File: src/rtl/ser_word_aligner.sv
// rtl/ser_word_aligner.sv - serial lane word aligner: hunts the sync word, verifies lock, emits aligned 32-bit words
module ser_word_aligner #(
  parameter logic [31:0] SYNC_WORD = 32'hEAAAAAAA,
  parameter int unsigned LOCK_CNT  = 4,
  parameter int unsigned MISS_MAX  = 3
) (
  input  logic        CLK,
  input  logic        RST,
  input  logic        SER_IN,
  input  logic        ALIGN_EN,
  output logic [31:0] DATA32_OUT,
  output logic        DATA_VALID,
  output logic        SYNC_SEEN,
  output logic        LOCKED,
  output logic [7:0]  LOSS_CNT
);

  typedef enum logic [1:0] {
    ST_HUNT   = 2'd0,
    ST_VERIFY = 2'd1,
    ST_LOCKED = 2'd2
  } state_t;

  // Thresholds narrowed to the counter width; both are limited to 1..15.
  localparam logic [3:0] LOCK_CNT_L = 4'(LOCK_CNT);
  localparam logic [3:0] MISS_MAX_L = 4'(MISS_MAX);

  state_t      state_q, state_d;
  logic [31:0] sr_q, sr_d;
  logic [4:0]  bit_cnt_q, bit_cnt_d;
  logic [3:0]  match_cnt_q, match_cnt_d;
  logic [3:0]  miss_cnt_q, miss_cnt_d;
  logic [31:0] data_q, data_d;
  logic        valid_q, valid_d;
  logic        sync_seen_q, sync_seen_d;
  logic        locked_q, locked_d;
  logic [7:0]  loss_q, loss_d;

  logic        sync_hit;
  logic        boundary;
  logic [3:0]  match_inc;
  logic [3:0]  miss_inc;

  // Next-state logic: every decision looks at the shift register including this cycle's bit.
  always_comb begin
    sr_d        = {sr_q[30:0], SER_IN};
    sync_hit    = (sr_d == SYNC_WORD);
    boundary    = (bit_cnt_q == 5'd31);
    match_inc   = match_cnt_q + 4'd1;
    miss_inc    = miss_cnt_q + 4'd1;

    state_d     = state_q;
    bit_cnt_d   = bit_cnt_q;
    match_cnt_d = match_cnt_q;
    miss_cnt_d  = miss_cnt_q;
    data_d      = data_q;
    valid_d     = 1'b0;
    sync_seen_d = 1'b0;
    loss_d      = loss_q;

    if (!ALIGN_EN) begin
      // Disabling alignment abandons any lock quietly: no strobes, no loss event.
      state_d     = ST_HUNT;
      match_cnt_d = 4'd0;
      miss_cnt_d  = 4'd0;
    end else begin
      case (state_q)
        ST_HUNT: begin
          if (sync_hit) begin
            // The sync word just completed, so the next word starts now.
            bit_cnt_d   = 5'd0;
            match_cnt_d = 4'd1;
            miss_cnt_d  = 4'd0;
            state_d     = (LOCK_CNT_L == 4'd1) ? ST_LOCKED : ST_VERIFY;
          end
        end

        ST_VERIFY: begin
          bit_cnt_d = bit_cnt_q + 5'd1;
          if (boundary) begin
            if (sync_hit) begin
              sync_seen_d = 1'b1;
              match_cnt_d = match_inc;
              if (match_inc == LOCK_CNT_L) begin
                state_d    = ST_LOCKED;
                miss_cnt_d = 4'd0;
              end
            end else begin
              // Anything other than sync on a candidate boundary means a false start.
              state_d     = ST_HUNT;
              match_cnt_d = 4'd0;
            end
          end
        end

        ST_LOCKED: begin
          bit_cnt_d = bit_cnt_q + 5'd1;
          if (boundary) begin
            if (sync_hit) begin
              sync_seen_d = 1'b1;
              miss_cnt_d  = 4'd0;
            end else begin
              data_d  = sr_d;
              valid_d = 1'b1;
            end
          end else if (sync_hit) begin
            // A sync word off the boundary suggests the lane has slipped.
            if (miss_inc == MISS_MAX_L) begin
              state_d     = ST_HUNT;
              match_cnt_d = 4'd0;
              miss_cnt_d  = 4'd0;
              if (loss_q != 8'hFF) begin
                loss_d = loss_q + 8'd1;
              end
            end else begin
              miss_cnt_d = miss_inc;
            end
          end
        end

        default: begin
          state_d     = ST_HUNT;
          match_cnt_d = 4'd0;
          miss_cnt_d  = 4'd0;
        end
      endcase
    end

    locked_d = (state_d == ST_LOCKED);
  end

  // State and registered outputs; reset clears everything immediately.
  always_ff @(posedge CLK or posedge RST) begin
    if (RST) begin
      state_q     <= ST_HUNT;
      sr_q        <= 32'd0;
      bit_cnt_q   <= 5'd0;
      match_cnt_q <= 4'd0;
      miss_cnt_q  <= 4'd0;
      data_q      <= 32'd0;
      valid_q     <= 1'b0;
      sync_seen_q <= 1'b0;
      locked_q    <= 1'b0;
      loss_q      <= 8'd0;
    end else begin
      state_q     <= state_d;
      sr_q        <= sr_d;
      bit_cnt_q   <= bit_cnt_d;
      match_cnt_q <= match_cnt_d;
      miss_cnt_q  <= miss_cnt_d;
      data_q      <= data_d;
      valid_q     <= valid_d;
      sync_seen_q <= sync_seen_d;
      locked_q    <= locked_d;
      loss_q      <= loss_d;
    end
  end

  assign DATA32_OUT = data_q;
  assign DATA_VALID = valid_q;
  assign SYNC_SEEN  = sync_seen_q;
  assign LOCKED     = locked_q;
  assign LOSS_CNT   = loss_q;

endmodule

File: config.mk
export PLATFORM = sky130hd
export DESIGN_NAME = ser_word_aligner
export DESIGN_NICKNAME = d
export VERILOG_FILES = /design/src/rtl/ser_word_aligner.sv
export SDC_FILE = /design/constraint.sdc
export NUM_CORES = 1
export LEC_CHECK = 0
export CORE_AREA = 2 2 93 95
export CTS_BUF_LIST = sky130_fd_sc_hd__clkbuf_4
export CTS_CLUSTER_DIAMETER = 80
export CTS_CLUSTER_SIZE = 25
export DETAILED_ROUTE_END_ITERATION = 6
export DIE_AREA = 0 0 95 97
export GPL_TIMING_DRIVEN = 1
export HOLD_SLACK_MARGIN = 0.15
export PLACE_DENSITY_LB_ADDON = 0.3
export SLEW_MARGIN = 20
export SYNTH_ARGS = -nofsm -noshare
export SYNTH_HDL_FRONTEND = slang
export SYNTH_SLANG_ARGS = --single-unit
File: constraint.sdc
create_clock -name CLK -period 8.96 [get_ports CLK]
set_clock_uncertainty 0.15 [all_clocks]
set_input_delay 1.792 -clock CLK [delete_from_list [all_inputs] [get_ports CLK]]
set_output_delay 1.792 -clock CLK [all_outputs]
set_load 0.01 [all_outputs]
==> results of run 1 <==
[worst register-to-register path, delay by kind of cell (launching register included)]
| family | cells | cell delay [ns] |
|---|---|---|
| fa+ha+maj | 2 | 0.57 |
| compound gates | 3 | 0.51 |
| simple gates | 3 | 1.01 |
| flops | 1 | 0.44 |
[per-stage QoR]
step,setup WS (ns),area (um2),utilization
after floorplan,4.71,3790,-
after global placement,4.11,4300,0.529
after detailed placement,4.09,4300,0.529
after CTS,4.57,4430,0.544
after global routing,4.87,4440,0.546
final,5.00,4440,0.546
[Yosys cell counts, drive strengths merged, types with 3 or more instances]
master and count:
nor2 6, inv 8, and3 4, nand3 8
xor2 3, nand2b 3, nor2b 5, buf 5
xnor2 4, nor3 4, mux2 33, o22ai 4
ha 11, a21o 3, dfrtp 89, o21ai 10
and4bb 7, nand2 13, nand4 8, clkbuf 4
a21oi 8
[power by group through the flow]
stage               sequential (mW)  combinational [mW]  clock, mW
floorplan                     0.420             0.00932          0
global placement              0.422              0.0140          0
detailed placement            0.422              0.0142          0
CTS                           0.414              0.0141      0.215
global route                  0.415              0.0157      0.234
finish                        0.414              0.0136      0.206
[layout by cell type (no fill, tap or decap), drive strengths merged, types with 5 or more instances in the layout]
master         netlist  layout
dfrtp               89      89
clkdlybuf4s50        0      46
mux2                33      33
nand2               13      13
ha                  11      11
clkbuf               4      10
o21ai               10      10
inv                  8      10
a21oi                8       8
nand3                8       8
nand4                8       8
and4bb               7       7
nor2                 6       6
nor2b                5       5
[final timing paths]
kind,from,end,slack [ns],cells after the start
worst max-delay path,SER_IN,DATA32_OUT[29],5.00,6
worst min-delay path,sr_q[28],sr_q[29],0.25,0
worst max register to register,bit_cnt_q[0],match_cnt_q[3],6.22,8
worst min register to register,sr_q[28],sr_q[29],0.25,0
max in group asynchronous,RST,miss_cnt_q[0],6.39,3
min in group asynchronous,RST,DATA32_OUT[11],1.72,3
[cell families after synthesis]
| family | after synthesis |
|---|---|
| XOR/XNOR | 7 |
| adder cells (fa/ha/maj) | 11 |
| AND/OR/NAND/NOR | 70 |
| buffers and inverters | 18 |
| multiplexers | 35 |
| AO/OA/AOI/OAI | 46 |
| flip-flops | 89 |
[per-layer routing]
metal,up-vias,routed length [um],GRT usage
li1,1106,-,-
met1,1145,3110,0.216
met2,40,2990,0.220
met3,10,238,0.0460
met4,0,104,0.0580
met5,-,0,0
[cell type report]
| class | count | share of cell area |
|---|---|---|
| sequential | 89 | 0.502 |
| multi-input combinational | 169 | 0.327 |
| timing repair buffer | 47 | 0.106 |
| tap | 105 | 0.0296 |
| clock buffer | 10 | 0.0169 |
| clock inverter | 6 | 0.0113 |
| inverter | 8 | 0.00704 |
[state kept, by name (all words and copies together) (netlist names)]
register	flops
SYNC_SEEN	1
LOCKED	1
LOSS_CNT	8
DATA32_OUT	32
bit_cnt_q	5
match_cnt_q	4
miss_cnt_q	4
sr_q	31
DATA_VALID	1
state_q	2
==> reports/metrics.csv, run 1 <==
metric,value,unit
outcome,"complete, no violations",
vias_per_cell,5.30,
wl_per_cell,14.8,um
setup_viol,0,
cts.sinks,89,
clk_root_buffer_cell,clkbuf_4,
netlist_area,3790,um2
cts_tree,yes,
p_switching,0.157,mW
antenna_cells,0,
min_path_type,reg -> reg,
synth_adder_area_share,0.0364,
avgSynthCellArea,13.7,um2
max_freq,253,MHz
cts_setup_buffers,0,
ant_nets,0,
synth.area.top_cells,"dfrtp_1 59%, mux2_2 9.8%, ha_1 3.6%",
grt_usage,0.152,
die_h,97,um
synth-compound-area-share,0.0889,
synthMuxAreaShare,0.103,
cp-start-kind,primary input,
post_cts_resized,0,
grt_max_degree,90,
path_delay_family,simple AND/OR/NAND/NOR gates,
netlist_instances,276,
antenna_found_initial,0,
nFillCells,686,
firstDrtPassIters,4,
placed_cells,418,
max_stage_delay,0.56,ns
dp.final_hpwl,4.28,mm
worst_pin_slew,0.766,ns
clock_latency,0.43,ns
synth_fp_nets,291,
p_sw_frac,0.248,
fp-row-count,33,
clkTransAtPathRegs,0.15,ns
clk_path_buf_depth,2,
drc,0,
required,9.11,ns
p_seq_frac,0.653,
p_leak,2.07,nW
yosysUniqueCellTypes,62,
cp_cell_sequence,"clkdlybuf4s50_1, and4bb_2, nand4_4, or2_1, nand4_4, mux2_2",
ys_seq_area_frac,0.588,
seq_area,2230,um2
min_period,3.96,ns
cts-htree-levels,3,
cts-buffers-inserted,9,
critical_path_class,in -> reg,
fin_nets,339,
p_comb_frac,0.021,
synth-seq-cells,89,
vias,2301,
max_cap_violations,0,
period_share,0.442,
gp_congestion,0.728,
synth_warnings,0,
multi_input_area,1450,um2
drtIter0Drc,106,
total_power,0.633,mW
drt_wl_total,6.44,mm
async_flop_share,1.00,
overflow,0,
yosys.area_share.simple,0.137,
synth.top_cell.area_share,0.588,
holdWs,0.251,ns
synth_edf_count,0,
layout-drive-gt1-share,0.216,
port_buffers,46,
clock_power_share,0.325,
path_common_cell,nand4_4,
grt_pass1_vias,2281,
path_buf_inv,1,
intPower,0.476,mW
areaGrowthSynthToFinish,17.3,%
slew_headroom,0.489,
setup-tns-final,0,ns
slew_viol_final,0,
hold_violations,0,
synth_xor_area_frac,0.0162,
ios,47,
cts_hold_buf,0,
vdd_drop_max,0.000103,V
layoutNonFillerInstCount,434,
critical_path_arrival,4.11,ns
yosys.area.top_type,dfrtp_1,
critPathMaxFanout,33,
p_per_area,143,nW/um2
synth_top_family_by_area,simple AND/OR/NAND/NOR gates,
initial_utilization,0.465,
synth-main-ff-cell,dfrtp_1,
fp.dieW,95,um
endpoint_kind,flip-flop,
rsz0062_at_grt,false,
core-area,8130,um2
crit_slowest_cell,nand4_4,
die-area,9220,um2
grt_pass1_wl,10.9,mm
No activity file was read; power rests on OpenSTA's default activity.
==> run 2, diff against run 1 <==
clock period = 3.66 ns   (was 8.96 ns; I/O delays follow)
==> reports/metrics.csv, run 2 (synthesized netlist as in run 1, its figures left out) <==
metric,value,unit
final_cell_mix,"89 x dfrtp_1, 46 x clkdlybuf4s50_1, 33 x mux2_2",
drtIter0Drc,202,
gp_congestion,0.761,
critPathMaxFanout,9,
p_switching,0.382,mW
drc,0,
grt_pass1_wl,11.6,mm
highest_layer,met4,
grt_pass1_vias,2406,
dp_slack,0.518,ns
firstDrtPassIters,4,
setup-tns-final,0,ns
p_per_area,374,nW/um2
layout-drive-gt1-share,0.223,
vias,2373,
p_sw_frac,0.226,
ios,47,
r2r.worst_path.cells,8,
fp.dieW,95,um
endpoint_kind,flip-flop,
port_buffers,46,
min_path_type,reg -> reg,
clock_latency,0.43,ns
clkTransAtPathRegs,0.15,ns
die-area,9220,um2
dp.final_hpwl,4.55,mm
p_comb_frac,0.021,
clk_path_buf_depth,2,
fin_ws,0.902,ns
required,3.86,ns
min_path_cells,0,
cts_hold_buf,0,
max_freq,363,MHz
p_seq_frac,0.600,
hold_violations,0,
wl_met2,3.13,mm
crit_slowest_cell,or4_1,
wl_met1,3.15,mm
cts.sinks,89,
path_common_cell,ha_1,
cts_tree,yes,
rsz0062_at_grt,false,
intPower,1.31,mW
clock_power_share,0.379,
final_common_cell,dfrtp_1,
die_h,97,um
antenna_cells,0,
slew_headroom,0.502,
largest_reg_flops,32,
min_period,2.76,ns
period_share,0.753,
critical_path_arrival,2.96,ns
critical_path_class,reg -> reg,
ant_nets,0,
met3_length,334,um
slew_viol_final,0,
cts-htree-levels,3,
worst_pin_slew,0.746,ns
cts_setup_buffers,0,
drt_wl_total,6.67,mm
grt_usage,0.160,
overflow,0,
core-area,8130,um2
max_cap_violations,0,
cp_cell_sequence,"ha_1, and3_1, ha_1, nor3b_1, a21o_2, a32oi_4, or4_1, a21oi_1",
p_leak,2.11,nW
antenna_found_initial,0,
vdd_drop_max,0.000224,V
fin_nets,342,
clk_root_buffer_cell,clkbuf_4,
areaGrowthSynthToFinish,19.5,%
outcome,"complete, no violations",
post_cts_resized,0,
cp-start-kind,flip-flop,
path_buf_inv,0,
grt_max_degree,46,
max_stage_delay,0.53,ns
path_delay_family,simple AND/OR/NAND/NOR gates,
path_depth,8,
vias_per_cell,5.43,
fp-row-count,33,
initial_utilization,0.465,
setup_viol,0,
total_power,1.69,mW
wl_per_cell,15.3,um
cts-buffers-inserted,9,
run 2: cell types whose count changed in the layout (fill, tap and decap cells not counted):
cell | previous run | this run
bufinv_16 | 0 | 2
buf_4 | 0 | 2
buf_6 | 1 | 0
clkinvlp_4 | 1 | 0
nand4_4 | 3 | 2
clkinv_2 | 2 | 1
buf_12 | 0 | 2
nand4_2 | 0 | 1
run 2: power groups by stage:
stage	Sequential, mW	Clock, mW	Combinational [mW]
finish	1.01	0.640	0.0362
global route	1.02	0.712	0.0422
CTS	1.01	0.663	0.0380
detailed placement	1.03	0	0.0377
global placement	1.03	0	0.0378
floorplan	1.03	0	0.0228
run 2: routing by layer:
metal  vias to the layer above  global-route usage
met5                         -                   0
met1                      1205               0.228
met4                         0              0.0546
li1                       1111                   -
met3                         6              0.0491
met2                        51               0.232
run 2: stage by stage:
step / hold WS [ns] / std cells / instance area (um2) / utilization
after floorplan: 0.213 / 276 / 3790 / -
after global placement: 0.228 / 421 / 4350 / 0.535
after detailed placement: 0.232 / 421 / 4350 / 0.535
after CTS: 0.263 / 437 / 4520 / 0.556
after global routing: 0.277 / 437 / 4520 / 0.556
final: 0.255 / 437 / 4520 / 0.556
run 2: worst paths after layout:
check / startpoint / to / slack [ns]
min: sr_q[3] / sr_q[4] / 0.25
min reg2reg: sr_q[3] / sr_q[4] / 0.25
max: bit_cnt_q[0] / match_cnt_q[3] / 0.90
min in group asynchronous: RST / sr_q[8] / 0.57
max in group asynchronous: RST / state_q[1] / 2.13
max reg2reg: bit_cnt_q[0] / match_cnt_q[3] / 0.90
run 2: layout make-up:
type	count	area (um2)
clock buffers	10	75.1
clock inverters	6	97.6
fillers	657	3610
inverters	8	31.3
multi-input cells	169	1450
flip-flops and latches	89	2230
well taps	105	131
repair buffers	50	515
==> run 3, diff against run 2 <==
clock period = 2.9 ns   (was 3.66 ns; I/O delays follow)
==> reports/metrics.csv, run 3 (synthesized netlist as in run 1, its figures left out) <==
metric,value,unit
wl_per_cell,15.5,um
critical_path_class,reg -> reg,
p_switching,0.489,mW
setup_viol,0,
cts_tree,yes,
grt_usage,0.163,
drtIter0Drc,116,
min_period,2.69,ns
required,3.12,ns
cts.sinks,89,
period_share,0.927,
p_comb_frac,0.022,
overflow,0,
p_per_area,452,nW/um2
vias_per_cell,5.36,
final_common_cell,dfrtp_1,
path_common_cell,ha_1,
grt_pass1_wl,11.8,mm
critPathMaxFanout,9,
cts_hold_buf,0,
clock_latency,0.44,ns
crit_slowest_cell,or4_1,
p_leak,2.11,nW
clk_root_buffer_cell,clkbuf_4,
cp_cell_sequence,"ha_1, and3_1, ha_1, nor4b_4, a21o_2, a32oi_4, or4_1, a21oi_1",
critical_path_arrival,2.91,ns
dp_slack,0.0425,ns
worst_pin_slew,0.459,ns
antenna_found_initial,0,
firstDrtPassIters,4,
nFillCells,679,
vdd_drop_max,0.000340,V
cts-htree-levels,3,
cp-start-kind,flip-flop,
intPower,1.56,mW
p_sw_frac,0.238,
max_freq,372,MHz
final_cell_mix,"89 x dfrtp_1, 46 x clkdlybuf4s50_1, 33 x mux2_2",
holdWs,0.255,ns
post_cts_resized,0,
antenna_cells,0,
fin_nets,347,
max_cap_violations,0,
vias,2371,
clk_path_buf_depth,2,
port_buffers,46,
die-area,9220,um2
cts-buffers-inserted,9,
hold_violations,0,
core-area,8130,um2
dp.final_hpwl,4.56,mm
max_stage_delay,0.51,ns
total_power,2.05,mW
grt_pass1_vias,2476,
drc,0,
die_h,97,um
ios,47,
fp-row-count,33,
p_seq_frac,0.624,
slew_viol_final,0,
slew_headroom,0.694,
endpoint_kind,flip-flop,
cts_setup_buffers,0,
grt_max_degree,90,
clkTransAtPathRegs,0.15,ns
rsz0062_at_grt,false,
areaGrowthSynthToFinish,19.9,%
layout-drive-gt1-share,0.234,
setup-tns-final,0,ns
gp_congestion,0.846,
fin_ws,0.211,ns
ant_nets,0,
fp.dieW,95,um
largest_reg_flops,32,
utilization,0.558,
outcome,"complete, no violations",
drt_wl_total,6.84,mm
clock_power_share,0.353,
initial_utilization,0.465,
min_path_type,reg -> reg,
[run 3: layer usage]
metal	global-route usage	share of wire
met4	0.0491	0.016
met2	0.234	0.46
met5	0	0
met3	0.0607	0.051
met1	0.231	0.48
[run 3: cell type report]
type	count	area, um2	area share
Clock buffer	10	75.1	0.0165
Multi-Input combinational cell	169	1450	0.318
Inverter	8	33.8	0.00744
Clock inverter	6	72.6	0.0160
Tap cell	105	131	0.0289
Timing Repair Buffer	55	553	0.122
Sequential cell	89	2230	0.491
[run 3: through the flow]
| step | cell area (um2) | std cells |
|---|---|---|
| floorplan | 3790 | 276 |
| CTS | 4540 | 442 |
| global placement | 4390 | 426 |
| finish | 4540 | 442 |
| detailed placement | 4390 | 426 |
| global route | 4540 | 442 |
[run 3: path summary, 6_finish.rpt]
path	startpoint	end	slack (ns)	cells after the start
worst max-delay path	bit_cnt_q[0]	match_cnt_q[3]	0.21	8
worst min-delay path	sr_q[23]	sr_q[24]	0.25	0
worst max register to register	bit_cnt_q[0]	match_cnt_q[3]	0.21	8
worst min register to register	sr_q[23]	sr_q[24]	0.25	0
max in group asynchronous	RST	match_cnt_q[2]	1.79	3
min in group asynchronous	RST	DATA32_OUT[24]	0.46	3
[run 3: power groups by stage]
stage	combinational [mW]	sequential (mW)	clock, mW
floorplan	0.0291	1.30	0
global placement	0.0478	1.30	0
detailed placement	0.0482	1.30	0
CTS	0.0484	1.28	0.744
global route	0.0534	1.28	0.793
finish	0.0457	1.28	0.724
[run 3: worst max-delay path, delay by kind of cell (launching register included)]
family,cells,cell delay [ns]
AOI/OAI and AO/OA,3,0.43
adders and majority gates,2,0.57
DFF,1,0.43
and+or+nand+nor,3,1.06
